--- src/rtl/led_ctrl_pkg.sv ---
// Shared types and helpers for the RGB LED push-button controller.
//   mode_t          colour mode encoding driven on the o_mode status port
//   MODE_W/LEVEL_W  widths of the mode and brightness-level fields
//   duty_for_level  PWM compare value for a brightness level (1/8, 1/4, 1/2, full)
package led_ctrl_pkg;

  localparam int unsigned MODE_W  = 3;
  localparam int unsigned LEVEL_W = 2;

  typedef enum logic [MODE_W-1:0] {
    ModeOff     = 3'd0,
    ModeRed     = 3'd1,
    ModeGreen   = 3'd2,
    ModeBlue    = 3'd3,
    ModeWhite   = 3'd4,
    ModeBreathe = 3'd5
  } mode_t;

  // Level 0..3 maps to 2**(pwm_bits-3+level); level 3 equals the full period.
  function automatic int unsigned duty_for_level(input logic [LEVEL_W-1:0] level,
                                                 input int unsigned       pwm_bits);
    return 32'd1 << (pwm_bits - 32'd3 + 32'(level));
  endfunction

endpackage

--- src/rtl/btn_debounce.sv ---
// Push-button conditioning: 2-flop synchroniser, debouncer and press-pulse generator.
// Ports:
//   i_clk    system clock
//   i_rst    synchronous reset, active-high
//   i_btn    raw asynchronous button level
//   o_press  one-cycle pulse on an accepted 0->1 transition of the debounced level
// The debounced level changes only after the synchronised input has differed from it for
// DEBOUNCE_CYCLES consecutive cycles; releases produce no pulse.
module btn_debounce #(
  parameter int unsigned DEBOUNCE_CYCLES = 1_000_000
) (
  input  logic i_clk,
  input  logic i_rst,
  input  logic i_btn,
  output logic o_press
);

  localparam int unsigned CntW = (DEBOUNCE_CYCLES > 1) ? $clog2(DEBOUNCE_CYCLES) : 1;
  localparam logic [CntW-1:0] CntLast = CntW'(DEBOUNCE_CYCLES - 1);
  localparam logic [CntW-1:0] CntOne  = CntW'(1);

  logic            r_sync1;
  logic            r_sync2;
  logic            r_state;
  logic            r_press;
  logic [CntW-1:0] r_cnt;

  logic w_differs;
  logic w_accept;

  assign w_differs = (r_sync2 != r_state);
  // The cycle that completes the stable window flips the debounced level.
  assign w_accept  = w_differs && (r_cnt == CntLast);

  always_ff @(posedge i_clk) begin
    if (i_rst) begin
      r_sync1 <= 1'b0;
      r_sync2 <= 1'b0;
      r_state <= 1'b0;
      r_press <= 1'b0;
      r_cnt   <= '0;
    end else begin
      r_sync1 <= i_btn;
      r_sync2 <= r_sync1;
      r_press <= w_accept && r_sync2;
      if (!w_differs) begin
        r_cnt <= '0;
      end else if (w_accept) begin
        r_cnt   <= '0;
        r_state <= r_sync2;
      end else begin
        r_cnt <= r_cnt + CntOne;
      end
    end
  end

  assign o_press = r_press;

endmodule

--- src/rtl/rgb_led_btn_ctrl.sv ---
// RGB LED controller driven by two board push-buttons.
//   btn0 steps the colour mode OFF->RED->GREEN->BLUE->WHITE->OFF, btn1 steps a 4-step
//   brightness level (wraps 3->0). All three channels share one free-running PWM counter.
// Ports:
//   i_clk     system clock
//   i_rst     synchronous reset, active-high
//   i_btn0    raw button, advance colour mode
//   i_btn1    raw button, advance brightness level
//   o_led0_r  red PWM output, active-high
//   o_led0_g  green PWM output, active-high
//   o_led0_b  blue PWM output, active-high
//   o_mode    current colour mode encoding
// Build option: define RGB_BREATHE_EN to add a BREATHE mode (blue triangle ramp) between
// WHITE and OFF.
module rgb_led_btn_ctrl
  import led_ctrl_pkg::*;
#(
  parameter int unsigned DEBOUNCE_CYCLES     = 1_000_000,
  parameter int unsigned PWM_BITS            = 8,
  parameter int unsigned BREATHE_STEP_CYCLES = 390_625
) (
  input  logic              i_clk,
  input  logic              i_rst,
  input  logic              i_btn0,
  input  logic              i_btn1,
  output logic              o_led0_r,
  output logic              o_led0_g,
  output logic              o_led0_b,
  output logic [MODE_W-1:0] o_mode
);

  localparam int unsigned DutyW = PWM_BITS + 1;

  logic w_press0;
  logic w_press1;

  mode_t               r_mode;
  mode_t               w_mode_next;
  logic [LEVEL_W-1:0]  r_level;
  logic [PWM_BITS-1:0] r_pwm_cnt;
  logic                r_led_r;
  logic                r_led_g;
  logic                r_led_b;

  logic             w_en_r;
  logic             w_en_g;
  logic             w_en_b;
  logic [DutyW-1:0] w_duty;
  logic [DutyW-1:0] w_duty_b;
  logic [DutyW-1:0] w_pwm_ext;

  btn_debounce #(
    .DEBOUNCE_CYCLES(DEBOUNCE_CYCLES)
  ) u_btn0 (
    .i_clk  (i_clk),
    .i_rst  (i_rst),
    .i_btn  (i_btn0),
    .o_press(w_press0)
  );

  btn_debounce #(
    .DEBOUNCE_CYCLES(DEBOUNCE_CYCLES)
  ) u_btn1 (
    .i_clk  (i_clk),
    .i_rst  (i_rst),
    .i_btn  (i_btn1),
    .o_press(w_press1)
  );

  // Mode FSM: state register.
  always_ff @(posedge i_clk) begin
    if (i_rst) begin
      r_mode <= ModeOff;
    end else begin
      r_mode <= w_mode_next;
    end
  end

  // Mode FSM: next state.
  always_comb begin
    w_mode_next = r_mode;
    if (w_press0) begin
      unique case (r_mode)
        ModeOff:     w_mode_next = ModeRed;
        ModeRed:     w_mode_next = ModeGreen;
        ModeGreen:   w_mode_next = ModeBlue;
        ModeBlue:    w_mode_next = ModeWhite;
`ifdef RGB_BREATHE_EN
        ModeWhite:   w_mode_next = ModeBreathe;
`else
        ModeWhite:   w_mode_next = ModeOff;
`endif
        ModeBreathe: w_mode_next = ModeOff;
        default:     w_mode_next = ModeOff;
      endcase
    end
  end

  // Mode FSM: channel enables.
  always_comb begin
    w_en_r = 1'b0;
    w_en_g = 1'b0;
    w_en_b = 1'b0;
    unique case (r_mode)
      ModeRed:     w_en_r = 1'b1;
      ModeGreen:   w_en_g = 1'b1;
      ModeBlue:    w_en_b = 1'b1;
      ModeWhite: begin
        w_en_r = 1'b1;
        w_en_g = 1'b1;
        w_en_b = 1'b1;
      end
      ModeBreathe: w_en_b = 1'b1;
      default:     ;
    endcase
  end

  assign w_duty    = DutyW'(duty_for_level(r_level, PWM_BITS));
  assign w_pwm_ext = {1'b0, r_pwm_cnt};

`ifdef RGB_BREATHE_EN
  localparam int unsigned StepW = (BREATHE_STEP_CYCLES > 1) ? $clog2(BREATHE_STEP_CYCLES) : 1;
  localparam logic [StepW-1:0] StepLast = StepW'(BREATHE_STEP_CYCLES - 1);
  localparam logic [StepW-1:0] StepOne  = StepW'(1);
  localparam logic [DutyW-1:0] DutyOne  = DutyW'(1);
  localparam logic [DutyW-1:0] DutyTop  = DutyW'(32'd1 << PWM_BITS);

  logic [DutyW-1:0] r_br_duty;
  logic             r_br_up;
  logic [StepW-1:0] r_br_step;
  logic             w_br_enter;

  // Every entry into BREATHE restarts the ramp from zero, rising.
  assign w_br_enter = (w_mode_next == ModeBreathe) && (r_mode != ModeBreathe);

  always_ff @(posedge i_clk) begin
    if (i_rst || w_br_enter) begin
      r_br_duty <= '0;
      r_br_up   <= 1'b1;
      r_br_step <= '0;
    end else if (r_mode == ModeBreathe) begin
      if (r_br_step == StepLast) begin
        r_br_step <= '0;
        if (r_br_up) begin
          r_br_duty <= r_br_duty + DutyOne;
          if (r_br_duty == DutyTop - DutyOne) r_br_up <= 1'b0;
        end else begin
          r_br_duty <= r_br_duty - DutyOne;
          if (r_br_duty == DutyOne) r_br_up <= 1'b1;
        end
      end else begin
        r_br_step <= r_br_step + StepOne;
      end
    end
  end

  // Brightness level does not apply to the breathe ramp.
  assign w_duty_b = (r_mode == ModeBreathe) ? r_br_duty : w_duty;
`else
  logic w_unused_step;
  assign w_unused_step = ^BREATHE_STEP_CYCLES;
  assign w_duty_b      = w_duty;
`endif

  always_ff @(posedge i_clk) begin
    if (i_rst) begin
      r_level   <= 2'd3;
      r_pwm_cnt <= '0;
      r_led_r   <= 1'b0;
      r_led_g   <= 1'b0;
      r_led_b   <= 1'b0;
    end else begin
      if (w_press1) r_level <= r_level + 2'd1;
      r_pwm_cnt <= r_pwm_cnt + PWM_BITS'(1);
      // Mode/level changes apply immediately, even mid-period.
      r_led_r   <= w_en_r && (w_pwm_ext < w_duty);
      r_led_g   <= w_en_g && (w_pwm_ext < w_duty);
      r_led_b   <= w_en_b && (w_pwm_ext < w_duty_b);
    end
  end

  assign o_led0_r = r_led_r;
  assign o_led0_g = r_led_g;
  assign o_led0_b = r_led_b;
  assign o_mode   = r_mode;

endmodule

--- config.mk ---
export PLATFORM = sky130hd
export DESIGN_NAME = rgb_led_btn_ctrl
export DESIGN_NICKNAME = d
export VERILOG_FILES = /design/src/rtl/led_ctrl_pkg.sv /design/src/rtl/btn_debounce.sv /design/src/rtl/rgb_led_btn_ctrl.sv
export SDC_FILE = /design/constraint.sdc
export NUM_CORES = 1
export LEC_CHECK = 0
export BUFFER_PORTS_ARGS = -buffer_cell sky130_fd_sc_hd__buf_2
export CORE_MARGIN = 2
export CORE_UTILIZATION = 45
export CTS_CLUSTER_DIAMETER = 30
export DETAILED_ROUTE_END_ITERATION = 6
export PLACE_DENSITY_LB_ADDON = 0.2
export SLEW_MARGIN = 40
export SYNTH_ARGS = -nofsm -noshare
export SYNTH_HDL_FRONTEND = slang
export SYNTH_SLANG_ARGS = --single-unit
--- constraint.sdc ---
create_clock -name i_clk -period 1.6 [get_ports i_clk]
set_input_delay 0.08 -clock i_clk [delete_from_list [all_inputs] [get_ports i_clk]]
set_output_delay 0.08 -clock i_clk [all_outputs]
set_load 0.1 [all_outputs]
==> impl_results.md <==
- Status: completed
- CTS Buf Count: 9
- HP Class: primary input to flop
- Logic pwr share: 0.021
- Syn_area_per_cell: around 9 um^2
- I/O pin total: 10
- CP Class: flop to flop
- Post-synth EDFFs: 0
- Max incr delay on CP: roughly 0.5 ns
- Clk buf depth: 2
- Top delay family on crit path: simple AND/OR/NAND/NOR gates
- Total Die Area: 7150 um^2
- Tcrit/Tclk final: 0.967
- Crit-path max FO: 3
- Crit path from: u_btn1.r_cnt[11]$_SDFF_PP0_
- Vias: between 2,000 and 2,500
- Cell-internal power: roughly 2.4 mW
- Levels on crit path: 5
- Synth Area in Compound Gates: 0.0848
- VDD IR max: roughly 590 uV
- First-pass detailed-route iteration total: 4
- Mux contribution to synthesized area: 0.00686
- RR Startpoint: u_btn1.r_cnt[11]$_SDFF_PP0_
- Final ANT Viol Nets: 0
- CTS tree: done
- Seq/Total Area, Yosys: 0.439
- Cell Pwr Density: ~820 nW/um^2
- Gpl congestion: roughly 0.77
- Critical path endpoint category: flop
- Largest area contributor in the netlist: dfxtp_1
- FMAX: approximately 0.65 GHz
- Hold_ws: 0.0849 ns
- Cells after Synth: 328
- Max-slew violation count: 0
- Most used DFF post-synth: dfxtp_1
- R2R cell count: 5
- Area Growth Syn to Fin: 27.8%
- Routed length per instance: 12.3 um
- Layout Skew: between 0.005 and 0.006 ns
- Antenna violations before repair: 0
- DP HPWL: 3870 um
- Largest family of logic cells by synthesized area: simple AND/OR/NAND/NOR gates
- Ant diodes: 0
- DRC: 0
- Root Driver: clkbuf_8
- Nets: around 400
- Warnings, synthesis: 0
- P_leak: between 1 and 1.5 nW
- Final hold violations: 0
- Die width: about 85 um
- Synth Area in XOR/XNOR: 0.0960
- R2R Path End: u_btn1.r_state$_SDFFE_PP0P_
- Ranking of synthesized cells by area: dfxtp_1 (44%), xor2_1 (5.7%), ha_1 (5.6%)
- Unrepaired setup endpoints after global routing: true
- Cell Rows: 29
- Grt total ovfl: 0
- Clk sink count: 64
- Total of max-cap violations: 0
- Vias in the first global route: 2,304
- Switching Share: 0.206
- Reg clk slew, reported paths: 0.06 ns
- R2r setup slk: between 0.05 and 0.06 ns
- Unique cell type count in the Yosys netlist: 39
- Area share of fa/ha/maj cells after synthesis: 0.0557
- Vias per inst: 5.23
- Initial core utilization: 0.463
- 1st-iter DRT viols: 47
- Cell Area, Synth: just under 3000 um^2
- Crit-path cells: nor4b_2 -> buf_4 -> nand2_1 -> or4b_1 -> a21oi_1
- Sequential power share: 0.526
- Gr usage total: 0.170
- Simple logic cell fraction of the synthesized area: 0.283
- First-pass GRT wire length: ~9800 um
- Design Area, Final: 3730 um^2
- Final Critical Period: between 1.5 and 2 ns
- Final Setup Violations: 0
- CTS HTree Levels: 3
- Critical-path top delay cell: or4b_1
- # port buffers: 9
- Yosys reg bits: between 60 and 70
- Die Y: 84.6 um
- Crit path buffers/inverters: 1
- Yosys top cell area share: 0.439
- Core Box Area: around 6300 um^2
- Number of fill cells in the layout: around 550
- Largest net degree at the start of global routing: 21
- Critical Path Sink: u_btn1.r_state$_SDFFE_PP0P_
- Type of origin of the critical path: flop
- WP data required: 1.87 ns
- WL final: about 5800 um
- Fraction of registers with async set/reset: 0
- Worst Path Arrival: between 1.5 and 2 ns
- Layout cell share with drive strength beyond 1: 0.286
- Clock power frac: 0.453
- Clk Latency, worst-skew pair: approximately 0.34 ns
- Post-Place Cell Area: roughly 3300 um^2
- Sw power: between 0.6 and 0.7 mW
kinds of logic after synthesis:
kind of cell / after synthesis
simple gates: 152
fa+ha+maj: 13
compound gates: 43
xor+xnor: 32
mux: 2
other cells: 1
buf+inv: 21
flops: 64
metrics by stage:
step / worst slack (ns) / setup TNS [ns] / util / cells / power (mW)
2_1_floorplan: -0.00947 / -0.00947 / - / 329 / 1.69
3_5_place_dp: 0.00143 / 0 / 0.530 / 448 / 1.71
6_report: 0.0534 / 0 / 0.591 / 468 / 3.06
3_3_place_gp: 0.00339 / 0 / 0.530 / 448 / 1.71
4_1_cts: 0.00574 / 0 / 0.568 / 467 / 3.11
5_1_grt: -0.0536 / -1.27 / 0.591 / 468 / 3.18
Yosys cell counts (11+ instances only):
cell type   n
xor2_1     19
dfxtp_1    64
xnor2_1    13
nor2_1     38
ha_1       13
nand2_1    20
inv_1      12
nand3_1    16
a21oi_1    19
o21ai_0    11
flip-flops by register name (all words and copies together) (netlist names), 2 cells and up:
name          cells
r_level           2
u_btn0.r_cnt     20
r_pwm_cnt         8
u_btn1.r_cnt     20
o_mode            3
cell usage in the layout (no fill, tap or decap), types with 4 or more instances in the layout:
cell,n
dfxtp_1,47
buf_4,41
nor2_1,37
nand2_1,20
xor2_1,19
a21oi_1,17
nand3_1,14
dfxtp_2,14
xnor2_1,13
o21ai_0,11
clkbuf_8,11
inv_1,10
and3_1,10
nand4_1,10
ha_1,10
or3_1,9
buf_2,9
nor2b_1,8
o31ai_1,7
or4_1,7
nor4_1,5
and2_1,4
area by class of cell:
class | count | area, um^2 | share of cell area
inverters | 12 | 45.0 | 0.0121
multi-input cells | 244 | 1670 | 0.447
well taps | 77 | 96.3 | 0.0258
repair buffers | 55 | 415 | 0.111
flip-flops and latches | 64 | 1310 | 0.351
clock inverters | 3 | 40.0 | 0.0107
clock buffers | 13 | 159 | 0.0426
how the worst min path moves through the flow:
stage                start                        end  slack (ns)  cells after the start
finish               i_rst  u_btn0.r_sync2$_SDFF_PP0_        0.08                      2
global route         i_rst  u_btn1.r_sync2$_SDFF_PP0_        0.09                      2
CTS                  i_rst  u_btn0.r_sync2$_SDFF_PP0_        0.07                      2
detailed placement  i_btn0  u_btn0.r_sync1$_SDFF_PP0_        0.31                      2
global placement    i_btn0  u_btn0.r_sync1$_SDFF_PP0_        0.31                      2
floorplan            i_rst    r_level[0]$_SDFFE_PP1P_        0.19                      2
power by group through the flow:
stage / sequential, mW / combinational, mW / clock [mW]
6_report: 1.61 / 0.0630 / 1.39
5_1_grt: 1.61 / 0.0707 / 1.49
4_1_cts: 1.61 / 0.0610 / 1.44
3_5_place_dp: 1.65 / 0.0565 / 0
3_3_place_gp: 1.65 / 0.0561 / 0
2_1_floorplan: 1.65 / 0.0366 / 0
what timing repair did:
| action | 4_1_cts | 5_1_grt |
|---|---|---|
| endpoints found under the setup margin | 23 | 46 |
| pin swaps | 2 | 9 |
| hold buffers | 2 | 0 |
| buffers inserted | 1 | 1 |
| gates resized for setup | 8 | 40 |
| hold endpoints to repair | 2 | 0 |
layer usage:
metal | track usage | wire, um
met5 | 0 | 0
met4 | 0.0952 | 89
met3 | 0.0324 | 132
met2 | 0.262 | 2660
met1 | 0.222 | 2870
No activity file was read; power rests on OpenSTA's default activity.
